<file path="src/rtl/pipe_hazard_ctrl_if.sv">
// Interlock bus between the pipeline datapath and the hazard controller.
// The datapath side drives the ID/EX hazard inputs; the controller drives the enables and debug state.
interface pipe_hazard_ctrl_if #(
  parameter int unsigned CNT_W = 16
);
  logic [31:0]      id_ir;
  logic             ex_mem_rd;
  logic [4:0]       ex_wa;
  logic             ex_br_taken;
  logic             pc_we;
  logic             ifid_we;
  logic             ifid_flush;
  logic             idex_bubble;
  logic             md_start;
  logic             md_busy;
  logic [1:0]       state;
  logic [CNT_W-1:0] stall_cnt;
  logic [CNT_W-1:0] flush_cnt;

  modport master (
    output id_ir, ex_mem_rd, ex_wa, ex_br_taken,
    input  pc_we, ifid_we, ifid_flush, idex_bubble, md_start, md_busy,
           state, stall_cnt, flush_cnt
  );

  modport slave (
    input  id_ir, ex_mem_rd, ex_wa, ex_br_taken,
    output pc_we, ifid_we, ifid_flush, idex_bubble, md_start, md_busy,
           state, stall_cnt, flush_cnt
  );
endinterface

</file>
<file path="src/rtl/pipe_hazard_ctrl.sv">
// Pipeline interlock controller: load-use and mult/div stalls, taken-branch flush,
// mult/div busy tracking and saturating stall/flush statistics.
module pipe_hazard_ctrl #(
  parameter int unsigned MD_LAT = 8,
  parameter int unsigned CNT_W  = 16
) (
  input  logic             clk,
  input  logic             rst,
  pipe_hazard_ctrl_if.slave bus
);

  localparam int unsigned MD_W = 8;

  typedef enum logic [1:0] {
    S_RUN      = 2'd0,
    S_LD_STALL = 2'd1,
    S_MD_WAIT  = 2'd2
  } state_t;

  state_t             r_state;
  state_t             w_state_nxt;
  logic [MD_W-1:0]    r_md_cnt;
  logic [CNT_W-1:0]   r_stall_cnt;
  logic [CNT_W-1:0]   r_flush_cnt;

  logic [5:0] w_op;
  logic [4:0] w_rs;
  logic [4:0] w_rt;
  logic [5:0] w_funct;
  logic       w_rtype;
  logic       w_uses_rs;
  logic       w_uses_rt;
  logic       w_is_md;
  logic       w_is_mf;
  logic       w_md_busy;
  logic       w_lu_haz;
  logic       w_md_haz;
  logic       w_stall;
  logic       w_md_start;

  // Instruction decode of the ID-stage IR
  assign w_op    = bus.id_ir[31:26];
  assign w_rs    = bus.id_ir[25:21];
  assign w_rt    = bus.id_ir[20:16];
  assign w_funct = bus.id_ir[5:0];
  assign w_rtype = (w_op == 6'h00);

  assign w_uses_rs = !(w_op == 6'h02 || w_op == 6'h03 || w_op == 6'h0F) &&
                     !(w_rtype && (w_funct == 6'h00 || w_funct == 6'h02 || w_funct == 6'h03));
  assign w_uses_rt = (w_op == 6'h00) || (w_op == 6'h04) || (w_op == 6'h05) || (w_op == 6'h2B);
  assign w_is_md   = w_rtype && (w_funct inside {6'h18, 6'h19, 6'h1A, 6'h1B});
  assign w_is_mf   = w_rtype && (w_funct inside {6'h10, 6'h12});

  // $0 is never a real producer, so ex_wa == 0 cannot create a dependence
  assign w_md_busy  = (r_md_cnt != '0);
  assign w_lu_haz   = bus.ex_mem_rd && (bus.ex_wa != 5'd0) &&
                      ((w_uses_rs && (w_rs == bus.ex_wa)) || (w_uses_rt && (w_rt == bus.ex_wa)));
  assign w_md_haz   = w_md_busy && (w_is_md || w_is_mf);
  assign w_stall    = !bus.ex_br_taken && (w_lu_haz || w_md_haz);
  assign w_md_start = w_is_md && !w_stall && !bus.ex_br_taken;

  // State register
  always_ff @(posedge clk or negedge rst) begin
    if (!rst) begin
      r_state <= S_RUN;
    end else begin
      r_state <= w_state_nxt;
    end
  end

  // Next state: flush wins, then load-use, then mult/div wait
  always_comb begin
    w_state_nxt = S_RUN;
    if (bus.ex_br_taken) begin
      w_state_nxt = S_RUN;
    end else if (w_lu_haz) begin
      w_state_nxt = S_LD_STALL;
    end else if (w_md_haz) begin
      w_state_nxt = S_MD_WAIT;
    end
  end

  // Pipeline control outputs
  always_comb begin
    bus.pc_we       = 1'b1;
    bus.ifid_we     = 1'b1;
    bus.ifid_flush  = 1'b0;
    bus.idex_bubble = 1'b0;
    if (bus.ex_br_taken) begin
      bus.ifid_flush  = 1'b1;
      bus.idex_bubble = 1'b1;
    end else if (w_stall) begin
      bus.pc_we       = 1'b0;
      bus.ifid_we     = 1'b0;
      bus.idex_bubble = 1'b1;
    end
    bus.md_start  = w_md_start;
    bus.md_busy   = w_md_busy;
    bus.state     = r_state;
    bus.stall_cnt = r_stall_cnt;
    bus.flush_cnt = r_flush_cnt;
  end

  // Mult/div busy countdown
  always_ff @(posedge clk or negedge rst) begin
    if (!rst) begin
      r_md_cnt <= '0;
    end else if (w_md_start) begin
      r_md_cnt <= MD_W'(MD_LAT);
    end else if (w_md_busy) begin
      r_md_cnt <= r_md_cnt - MD_W'(1);
    end
  end

  // Saturating debug statistics
  always_ff @(posedge clk or negedge rst) begin
    if (!rst) begin
      r_stall_cnt <= '0;
      r_flush_cnt <= '0;
    end else begin
      if (w_stall && (r_stall_cnt != '1)) begin
        r_stall_cnt <= r_stall_cnt + CNT_W'(1);
      end
      if (bus.ex_br_taken && (r_flush_cnt != '1)) begin
        r_flush_cnt <= r_flush_cnt + CNT_W'(1);
      end
    end
  end

endmodule
</file>
<file path="src/flat_wrapper.sv">
// flat-port wrapper written by rule: the top's interface ports become plain ports
module pipe_hazard_ctrl_flat 
#(
  parameter int unsigned MD_LAT = 8,
  parameter int unsigned CNT_W  = 16
)
  (clk, rst, bus_id_ir, bus_ex_mem_rd, bus_ex_wa, bus_ex_br_taken, bus_pc_we, bus_ifid_we, bus_ifid_flush, bus_idex_bubble, bus_md_start, bus_md_busy, bus_state, bus_stall_cnt, bus_flush_cnt);
  pipe_hazard_ctrl_if #(.CNT_W(CNT_W)) bus_i ();
  input  logic clk;
  input  logic rst;
  input wire logic [$bits(bus_i.id_ir)-1:0] bus_id_ir;
  input wire logic [$bits(bus_i.ex_mem_rd)-1:0] bus_ex_mem_rd;
  input wire logic [$bits(bus_i.ex_wa)-1:0] bus_ex_wa;
  input wire logic [$bits(bus_i.ex_br_taken)-1:0] bus_ex_br_taken;
  output wire logic [$bits(bus_i.pc_we)-1:0] bus_pc_we;
  output wire logic [$bits(bus_i.ifid_we)-1:0] bus_ifid_we;
  output wire logic [$bits(bus_i.ifid_flush)-1:0] bus_ifid_flush;
  output wire logic [$bits(bus_i.idex_bubble)-1:0] bus_idex_bubble;
  output wire logic [$bits(bus_i.md_start)-1:0] bus_md_start;
  output wire logic [$bits(bus_i.md_busy)-1:0] bus_md_busy;
  output wire logic [$bits(bus_i.state)-1:0] bus_state;
  output wire logic [$bits(bus_i.stall_cnt)-1:0] bus_stall_cnt;
  output wire logic [$bits(bus_i.flush_cnt)-1:0] bus_flush_cnt;
  assign bus_i.id_ir = bus_id_ir;
  assign bus_i.ex_mem_rd = bus_ex_mem_rd;
  assign bus_i.ex_wa = bus_ex_wa;
  assign bus_i.ex_br_taken = bus_ex_br_taken;
  assign bus_pc_we = bus_i.pc_we;
  assign bus_ifid_we = bus_i.ifid_we;
  assign bus_ifid_flush = bus_i.ifid_flush;
  assign bus_idex_bubble = bus_i.idex_bubble;
  assign bus_md_start = bus_i.md_start;
  assign bus_md_busy = bus_i.md_busy;
  assign bus_state = bus_i.state;
  assign bus_stall_cnt = bus_i.stall_cnt;
  assign bus_flush_cnt = bus_i.flush_cnt;
  pipe_hazard_ctrl #(.MD_LAT(MD_LAT), .CNT_W(CNT_W)) u_core (.clk(clk), .rst(rst), .bus(bus_i));
endmodule
</file>
<file path="config.mk">
export PLATFORM = sky130hd
export DESIGN_NAME = pipe_hazard_ctrl_flat
export DESIGN_NICKNAME = d
export VERILOG_FILES = /design/src/rtl/pipe_hazard_ctrl_if.sv /design/src/rtl/pipe_hazard_ctrl.sv /design/src/flat_wrapper.sv
export SDC_FILE = /design/constraint.sdc
export NUM_CORES = 1
export LEC_CHECK = 0
export ABC_AREA = 1
export BUFFER_PORTS_ARGS = -buffer_cell sky130_fd_sc_hd__buf_4
export CAP_MARGIN = 20
export CORE_UTILIZATION = 35
export DETAILED_ROUTE_END_ITERATION = 8
export GPL_TIMING_DRIVEN = 0
export PLACE_DENSITY = 0.6
export SYNTH_ARGS = -nofsm -noshare
export SYNTH_HDL_FRONTEND = slang
export SYNTH_SLANG_ARGS = --single-unit
</file>
<file path="constraint.sdc">
create_clock -name clk -period 1.6 [get_ports clk]
set_input_delay 0 -clock clk [delete_from_list [all_inputs] [get_ports clk]]
set_output_delay 0 -clock clk [all_outputs]
set_load 0.01 [all_outputs]
</file>
# Yosys cells after proc, flatten, opt, wreduce, memory -nomap -nowiden
# Index checks and enable logic that the tools add are counted.
# Widths: inputs -> output; s select.
word_totals:
  out_inout_bits: 40
  input_bits: 41
  reg_bits: 42
classes:
  n_mux: 10
  n_addsub: 3
  n_reduce_logical: 35
  eq_ne: 18
op_table:
  columns: ["operator", "count"]
  rows:
  - ["$eq 6x5->1 const B", 6]
  - ["$add 16x1->16 const B", 2]
  - ["$ne 16x16->1 const B", 2]
  - ["$eq 6x2->1 const B", 4]
  - ["$mux 8", 2]
  - ["$logic_and 1x1->1", 14]
  - ["$eq 6x3->1 const B", 2]
  - ["$logic_not 6->1", 2]
  - ["$eq 5x5->1", 2]
  - ["$logic_or 1x1->1", 10]
  - ["$reduce_bool 8->1", 1]
  - ["$sub 8x1->8 const B", 1]
  - ["$eq 6x4->1 const B", 1]
  - ["$eq 6x6->1 const B", 1]
  - ["$mux 2", 3]
  - ["$mux 1", 5]
  - ["$reduce_bool 5->1", 1]
  - ["$logic_not 1->1", 4]
  - ["$reduce_bool 2->1", 2]
  - ["$reduce_bool 4->1", 1]

# Depth between registers and ports, before layout
# Gate-level depths: netlist of the first run.
depth:
  ltp_word: 15
  mapped_depth: 14
  ltp_nobuf: 13

# Least setup slack after synthesis of the first run
# No wires, ideal clock.
synth_timing:
  path_kind: "register -> register"
  from: "register u_core.r_stall_cnt[0] (netlist: u_core.bus.stall_cnt[0])"
  to: "register u_core.r_stall_cnt[7] (netlist: u_core.bus.stall_cnt[7])"
  t_required_ns: 1.483
  synth_period_minus_slack_ns: 1.721
  slack_ns: -0.121
  path_buffers: 1
  path_stages_with_launch: 10
  t_arrival_ns: 1.604
  setup_time_ns: 0.117
  cell_sequence: "dfrtp_1 -> ha_1 -> inv_1 -> nor3_4 -> nand2_2 -> nor3_2 -> nand3_2 -> buf_2 -> nand3_1 -> nand2_1"
synth_between:
  elab_chain_len: 2
synth_rtl:
  columns: ["element", "line_no", "text"]
  rows:
  - ["from (decl)", "pipe_hazard_ctrl.sv:23", "logic [CNT_W-1:0] r_stall_cnt;"]
  - ["from (signal assigned)", "pipe_hazard_ctrl.sv:122", "r_stall_cnt <= r_stall_cnt + CNT_W'(1);"]
  - ["branches (longest 2 deep; another with $add 16x1->16)", null, null]
# Several ways; the timed one is not identified.
# A chain may end at the register's enable or synchronous reset.

# Worst setup path after layout of the first run
layout_timing:
  from: "register u_core.r_md_cnt[1]"
  to: "output port bus_pc_we"
layout_between:
  elab_chain_len: 6
layout_rtl:
  columns: ["element", "line_no", "text"]
  rows:
  - ["from (decl)", "pipe_hazard_ctrl.sv:22", "logic [MD_W-1:0] r_md_cnt;"]
  - ["from (signal assigned)", "pipe_hazard_ctrl.sv:109", "r_md_cnt <= MD_W'(MD_LAT);"]
  - ["from (signal assigned)", "pipe_hazard_ctrl.sv:111", "r_md_cnt <= r_md_cnt - MD_W'(1);"]
  - ["$reduce_bool 8->1", "pipe_hazard_ctrl.sv:55", "assign w_md_busy = (r_md_cnt != '0);"]
  - ["$logic_and 1x1->1", "pipe_hazard_ctrl.sv:58", "assign w_md_haz = w_md_busy && (w_is_md || w_is_mf);"]
  - ["$logic_or 1x1->1", "pipe_hazard_ctrl.sv:59", "assign w_stall = !bus.ex_br_taken && (w_lu_haz || w_md_haz);"]
  - ["$logic_and 1x1->1", "pipe_hazard_ctrl.sv:59", null]
  - ["$mux 1", "pipe_hazard_ctrl.sv:92", "end else if (w_stall) begin"]
  - ["$mux 1", "pipe_hazard_ctrl.sv:89", "if (bus.ex_br_taken) begin"]
  - ["to (decl)", "flat_wrapper.sv:15", "output wire logic [$bits(bus_i.pc_we)-1:0] bus_pc_we;"]
# Every way passes these cells.

==> metrics.md, run 1 <==
| Metric | Value |
|---|---|
| Outcome | finished with violations |
| Failing checks | negative setup slack |
| Max incr delay on CP | 0.41 ns |
| Number of I/O port buffers | 70 |
| Worst setup path start | u_core.r_md_cnt[1] |
| Starting Density | 0.365 |
| Area grow syn2layout | 49.3% |
| Clock sink count | 42 |
| R2R cell count | 9 |
| First-pass GRT wire length | 10500 um |
| Top Ports | 81 |
| Synth top area cells | dfrtp_1 (39%), nand2_1 (15%), xor2_1 (8.2%), inv_1 (7.8%), nand3_1 (7.7%) |
| Root buffer cell | clkbuf_8 |
| Initial DRT Pass Iterations | 4 |
| Tcrit/Tclk final | 1.07 |
| Post-route setup slack | -0.112 ns |
| Most common cell in the synthesized netlist | nand2_1 |
| Synth top cells by count | nand2_1 (107), inv_1 (55), dfrtp_1 (42), nand3_1 (41), nor2_1 (37) |
| CTS clk-pin slew, worst paths | 0.08 ns |
| Final WL | 6710 um |
| Htree depth | 2 |
| CP max-delay cell | dfrtp_1 |
| Crit Path Class | register to primary output |
| Post-synth top area share | 0.395 |
| Synthesized net count | 412 |
| Endpoint class of the critical path | primary output |
| Vias in the first global route | 2460 |
| CTS Buffer Depth | 2 |
| CP startpoint kind | register |
| Final setup fails | 21 |
| Die H | 89.2 um |
| Worst endpoint required time | 1.60 ns |
| Number of synthesized flops with an enable pin | 0 |
| Predominant post-synthesis flop cell | dfrtp_1 |
| Total number of vias | 2641 |
| Final Hold Violating Endpoints | 0 |
| Reg2reg start | u_core.bus.stall_cnt[3] |
| Ys Warns | 0 |
| CP arrival | 1.71 ns |
| DRT antenna net count | 0 |
| Initial antenna violation count | 0 |
| Hold Startpoint | bus_ex_br_taken |
| Diode count | 0 |
| Core area | 7290 sq um |
| DRC | 0 |
| Placer Congestion | 0.849 |
| Largest net degree at the start of global routing | 43 |
| Min Hold Slack | 0.0709 ns |
| Critical-path cell list | inv_2 > ha_4 > nand3_4 > nor3_4 > inv_2 > nand3_2 > nand2_4 > buf_6 > inv_4 > buf_6 > buf_6 |
| Post-layout minimum cycle time | 1.71 ns |
| Leak pwr | 2.07 nW |
| Slew HR | 0.627 |
| Maximum VDD drop | 0.000490 V |
| Tot GR Track Use | 0.169 |
| Die ar. | 7960 sq um |
| WL per Instance | 11.6 um |
| HP Class | input port to register |
| Async S/R FF share, synth | 1.00 |
| Total Power | 0.00360 W |
| Register area share after synthesis | 0.395 |
| Final Slew Violations | 0 |
| Nets@finish | 522 |
| Site Rows | 31 |
| Mapped cell area | 2660 sq um |
| Initial DRC Count | 79 |
| Gr ovfl total | 0 |
| CTS tree | built |
| Post-DR vias/cell | 4.57 |
| Synth unique cells | 24 |
| HPWL Detailed | 4430 um |
| Synthesized area per cell | 7.24 sq um |
| Worst slew pin tran | 0.560 ns |
| Leading area contributor after synthesis | dfrtp_1 |
| RSZ-0062 raised after global routing | yes |
| Clk Latency, worst-skew pair | 0.29 ns |
| Die Wd | 89.2 um |
| CP max FO | 3 |
| Number of buffers created by CTS | 5 |
| Mapped Cells | 368 |
| Worst Hold Depth | 4 |
| Layout cell share with drive strength beyond 1 | 0.363 |
| Cell Pwr Density | 906 nW/um^2 |
| Maxcap violations | 0 |
| Max Freq | 0.584 GHz |
| Most used cell, CP | buf_6 |
| Setup Skew | 0.00727 ns |
| #FFs+latches synth | 42 |
[flip-flops by register name, indices dropped and copies added (netlist names)]
signal,cells
u_core.bus.stall_cnt,16
u_core.r_md_cnt,8
u_core.bus.state,2
u_core.bus.flush_cnt,16
[worst paths after layout]
check,to,slack [ns]
min,u_core.bus.state[1],0.07
min reg2reg,u_core.bus.stall_cnt[15],0.52
min in group asynchronous,u_core.bus.stall_cnt[1],0.23
max reg2reg,u_core.bus.stall_cnt[14],-0.11
max in group asynchronous,u_core.bus.flush_cnt[6],0.95
max,bus_pc_we,-0.11
[cell type report]
type	instances	area, sq um
plain buffers	6	71.3
clock buffers	7	86.3
clock inverters	1	5.00
fillers	692	3320
inverters	58	223
multi-input cells	262	1590
flip-flops and latches	42	1060
well taps	99	124
repair buffers	103	820
[layer usage]
metal / GRT usage / wire, um / vias to the layer above
met5: 0 / 0 / -
met4: 0.0361 / 72 / 0
met3: 0.0277 / 272 / 8
met2: 0.310 / 3360 / 65
met1: 0.209 / 3010 / 1209
li1: - / - / 1359
[worst max-delay path: cells and delay by family (launching register included)]
kind / cells / cell delay, ns
flops: 1 / 0.41
buf+inv: 6 / 0.49
simple gates: 4 / 0.37
fa+ha+maj: 1 / 0.15
[metrics by stage]
step	setup slack, ns	util	TNS [ns]	area [sq um]	std cells
finish	-0.112	0.545	-1.60	3980	578
global route	-0.206	0.545	-3.89	3980	578
CTS	-0.120	0.506	-0.380	3690	565
detailed placement	-0.280	0.459	-5.08	3340	537
global placement	-0.250	0.459	-4.69	3340	537
floorplan	-0.0515	-	-0.602	2700	368
[kinds of logic after synthesis]
family          share of synthesized area
simple gates                        0.364
buf+inv                            0.0972
fa+ha+maj                          0.0141
compound gates                     0.0122
xor+xnor                            0.118
flops                               0.395
[cell usage in the layout (no fill, tap or decap), drive strengths merged]
master | Yosys | layout
a211oi | 1 | 1
a21oi | 1 | 1
buf | 6 | 107
clkbuf | 0 | 8
clkinv | 0 | 1
dfrtp | 42 | 42
dlygate4sd3 | 0 | 1
ha | 3 | 3
inv | 58 | 58
nand2 | 110 | 110
nand3 | 42 | 42
nand3b | 1 | 1
nand4 | 7 | 7
nor2 | 37 | 37
nor3 | 16 | 16
nor4 | 4 | 4
o21ai | 4 | 4
xnor2 | 11 | 11
xor2 | 25 | 25
[report_power, final]
group / switching [W] / total, W / internal [W]
combinational: 0.000644 / 0.00132 / 0.000679
sequential: 0.000288 / 0.00157 / 0.00128
clock: 0.000362 / 0.000710 / 0.000349
[timing repair]
item / in CTS / in global routing
buffers inserted: 19 / 12
resized for setup: 24 / 46
gates cloned: 0 / 1
endpoints found under the hold margin: 42 / 0
endpoints found under the setup margin: 34 / 37
hold buffers: 1 / 0
pin swaps: 7 / 21
No activity file was read; power rests on OpenSTA's default activity.
==> run 2: changes to the inputs <==
--- a/config.mk
+++ b/config.mk
@@ -6,8 +6,9 @@
 export NUM_CORES = 1
 export LEC_CHECK = 0
 export ABC_AREA = 1
-export BUFFER_PORTS_ARGS = -buffer_cell sky130_fd_sc_hd__buf_4
+export BUFFER_PORTS_ARGS = -buffer_cell sky130_fd_sc_hd__buf_2
 export CAP_MARGIN = 20
+export CORE_ASPECT_RATIO = 2
 export CORE_UTILIZATION = 35
 export DETAILED_ROUTE_END_ITERATION = 8
 export GPL_TIMING_DRIVEN = 0
==> metrics.md, run 2 (synthesis results as in run 1) <==
| Metric | Value |
|---|---|
| CP startpoint kind | register |
| Clk Latency, worst-skew pair | 0.28 ns (about the same) |
| Diode count | 0 (unchanged) |
| Setup TNS | -1.54 ns (+0.0643 ns) |
| Worst slew pin tran | 0.382 ns (-0.178 ns) |
| Total Power | 0.00422 W (+17%) |
| Slew HR | 0.744 (+0.117) |
| Crit Path Class | register to primary output |
| Core area | 7320 sq um (+0.41%) |
| Root buffer cell | clkbuf_16 |
| Total number of vias | 2820 (+6.8%) |
| Number of buffers created by CTS | 5 (unchanged) |
| Site Rows | 44 (+42%) |
| Gr ovfl total | 0 (unchanged) |
| Setup Skew | 0.00325 ns (-0.00403 ns) |
| Post-route setup slack | -0.141 ns (-0.0290 ns) |
| Tcrit/Tclk final | 1.09 (+0.0181) |
| CP max FO | 3 (unchanged) |
| Initial DRT Pass Iterations | 4 (unchanged) |
| Outcome | finished with violations |
| Worst R2R Setup Slack | -0.10 ns (about the same) |
| Total of fill cells in the finished design | 676 (-2.3%) |
| CTS tree | built |
| Starting Density | 0.364 (-0.00150) |
| DRT antenna net count | 0 (unchanged) |
| Die ar. | 7990 sq um (+0.27%) |
| Post-DR vias/cell | 4.86 (+6.4%) |
| Register area | 1060 sq um (-0.12%) |
| Final Hold Violating Endpoints | 0 (unchanged) |
| Maxcap violations | 0 (unchanged) |
| Most used cell, CP | buf_6 |
| Die H | 125 um (+40%) |
| Worst endpoint required time | 1.60 ns (about the same) |
| Failing checks | negative setup slack |
| CP max-delay cell | dfrtp_1 |
| WL per Instance | 13.5 um (+16%) |
| Final WL | 7840 um (+17%) |
| Layout cell share with drive strength beyond 1 | 0.422 (+0.0589) |
| Vias in the first global route | 2740 (+11%) |
| Post-layout minimum cycle time | 1.74 ns (+0.0290 ns) |
| Clock sink count | 42 (unchanged) |
| Initial DRC Count | 119 (+51%) |
| Final setup fails | 25 (+19%) |
| Most frequent cells in the layout | nand2_1 (82), buf_2 (68), inv_1 (50) |
| HPWL Detailed | 5150 um (+16%) |
| Most common cell after layout, fill and taps aside | nand2_1 |
| Pre-CTS setup slack | -0.299 ns (-0.0194 ns) |
| Max Freq | 0.574 GHz (-1.7%) |
| Endpoint class of the critical path | primary output |
| First-pass GRT wire length | 11800 um (+12%) |
| Leak pwr | 2.14 nW (+3.3%) |
| RSZ-0062 raised after global routing | yes |
| Maximum VDD drop | 0.00105 V (+110%) |
| Nets@finish | 531 (+1.7%) |
| CTS Buffer Depth | 2 (unchanged) |
| Die Wd | 63.7 um (-29%) |
| Max incr delay on CP | 0.38 ns (-0.03 ns) |
| DRC | 0 (unchanged) |
| CP arrival | 1.74 ns (+0.03 ns) |
| CTS clk-pin slew, worst paths | 0.06 ns (-0.02 ns) |
| Number of instances in the placed design | 530 (-1.3%) |
| Placer Congestion | 0.898 (+5.8%) |
| Largest net degree at the start of global routing | 43 (unchanged) |
| HP Class | input port to register |
| Critical-path cell list | inv_2 > ha_4 > nand3_4 > nor3_4 > inv_2 > nand3_2 > nand2_4 > buf_6 > inv_4 > buf_6 > buf_6 |
| Top Ports | 81 (unchanged) |
| Initial antenna violation count | 0 (unchanged) |
| Htree depth | 2 (unchanged) |
| Area grow syn2layout | 54.2% |
| Final Slew Violations | 0 (unchanged) |
| Cell Pwr Density | 1030 nW/um^2 (+14%) |
| Number of I/O port buffers | 70 (unchanged) |
| Tot GR Track Use | 0.188 (+0.0190) |
| Area of the multi-input gates | 1700 sq um (+7.0%) |
| Cell Count, Final, Fillers Out | 580 (+0.35%) |
run 2: path summary, 6_finish.rpt:
check	cells after the start	end	startpoint
worst max-delay path	11	bus_pc_we	u_core.r_md_cnt[1]
worst min-delay path	5	u_core.bus.state[1]	bus_id_ir[4]
worst max register to register	10	u_core.bus.stall_cnt[14]	u_core.bus.stall_cnt[0]
worst min register to register	2	u_core.bus.stall_cnt[15]	u_core.bus.stall_cnt[15]
max in group asynchronous	3	u_core.bus.stall_cnt[2]	rst
min in group asynchronous	2	u_core.bus.stall_cnt[7]	rst
run 2: metrics by stage:
stage | instance area [sq um] | utilization | hold slack, ns
floorplan | 2700 | - | -0.296
detailed placement | 3160 | 0.432 | 0.218
global route | 4110 | 0.561 | 0.152
finish | 4110 | 0.561 | 0.138
global placement | 3160 | 0.432 | 0.210
CTS | 3610 | 0.493 | 0.112
run 2: per-layer routing:
metal / vias up / GRT usage / wire length (um)
li1: 1383 / - / -
met1: 1321 / 0.175 / 2690
met2: 99 / 0.370 / 4570
met3: 17 / 0.0310 / 324
met4: 0 / 0.0989 / 257
met5: - / 0 / 0
run 2: final cells by class:
| type | instances | area share |
|---|---|---|
| flip-flops and latches | 42 | 0.258 |
| well taps | 92 | 0.0280 |
| inverters | 58 | 0.0542 |
| plain buffers | 6 | 0.0174 |
| multi-input cells | 262 | 0.413 |
| clock buffers | 6 | 0.0338 |
| repair buffers | 112 | 0.180 |
| clock inverters | 2 | 0.0146 |
run 2: where the power goes:
part	internal [W]	switching, W
Clock	0.000937	0.000421
Combinational	0.000638	0.000691
Sequential	0.00128	0.000259
Total	0.00285	0.00137
run 2: repair_timing:
item | CTS | global route
setup endpoints to repair | 35 | 37
gates resized for setup | 26 | 80
cloned | 1 | 2
pin swaps | 7 | 25
endpoints found under the hold margin | 42 | 0
buffers inserted | 16 | 21
hold buffers | 1 | 0
run 2: critical path, delay by kind of cell (launching register included):
kind / cells / cell delay, ns
buffers and inverters: 6 / 0.50
flip-flops: 1 / 0.38
AND/OR/NAND/NOR: 4 / 0.42
adder cells (fa/ha/maj): 1 / 0.14
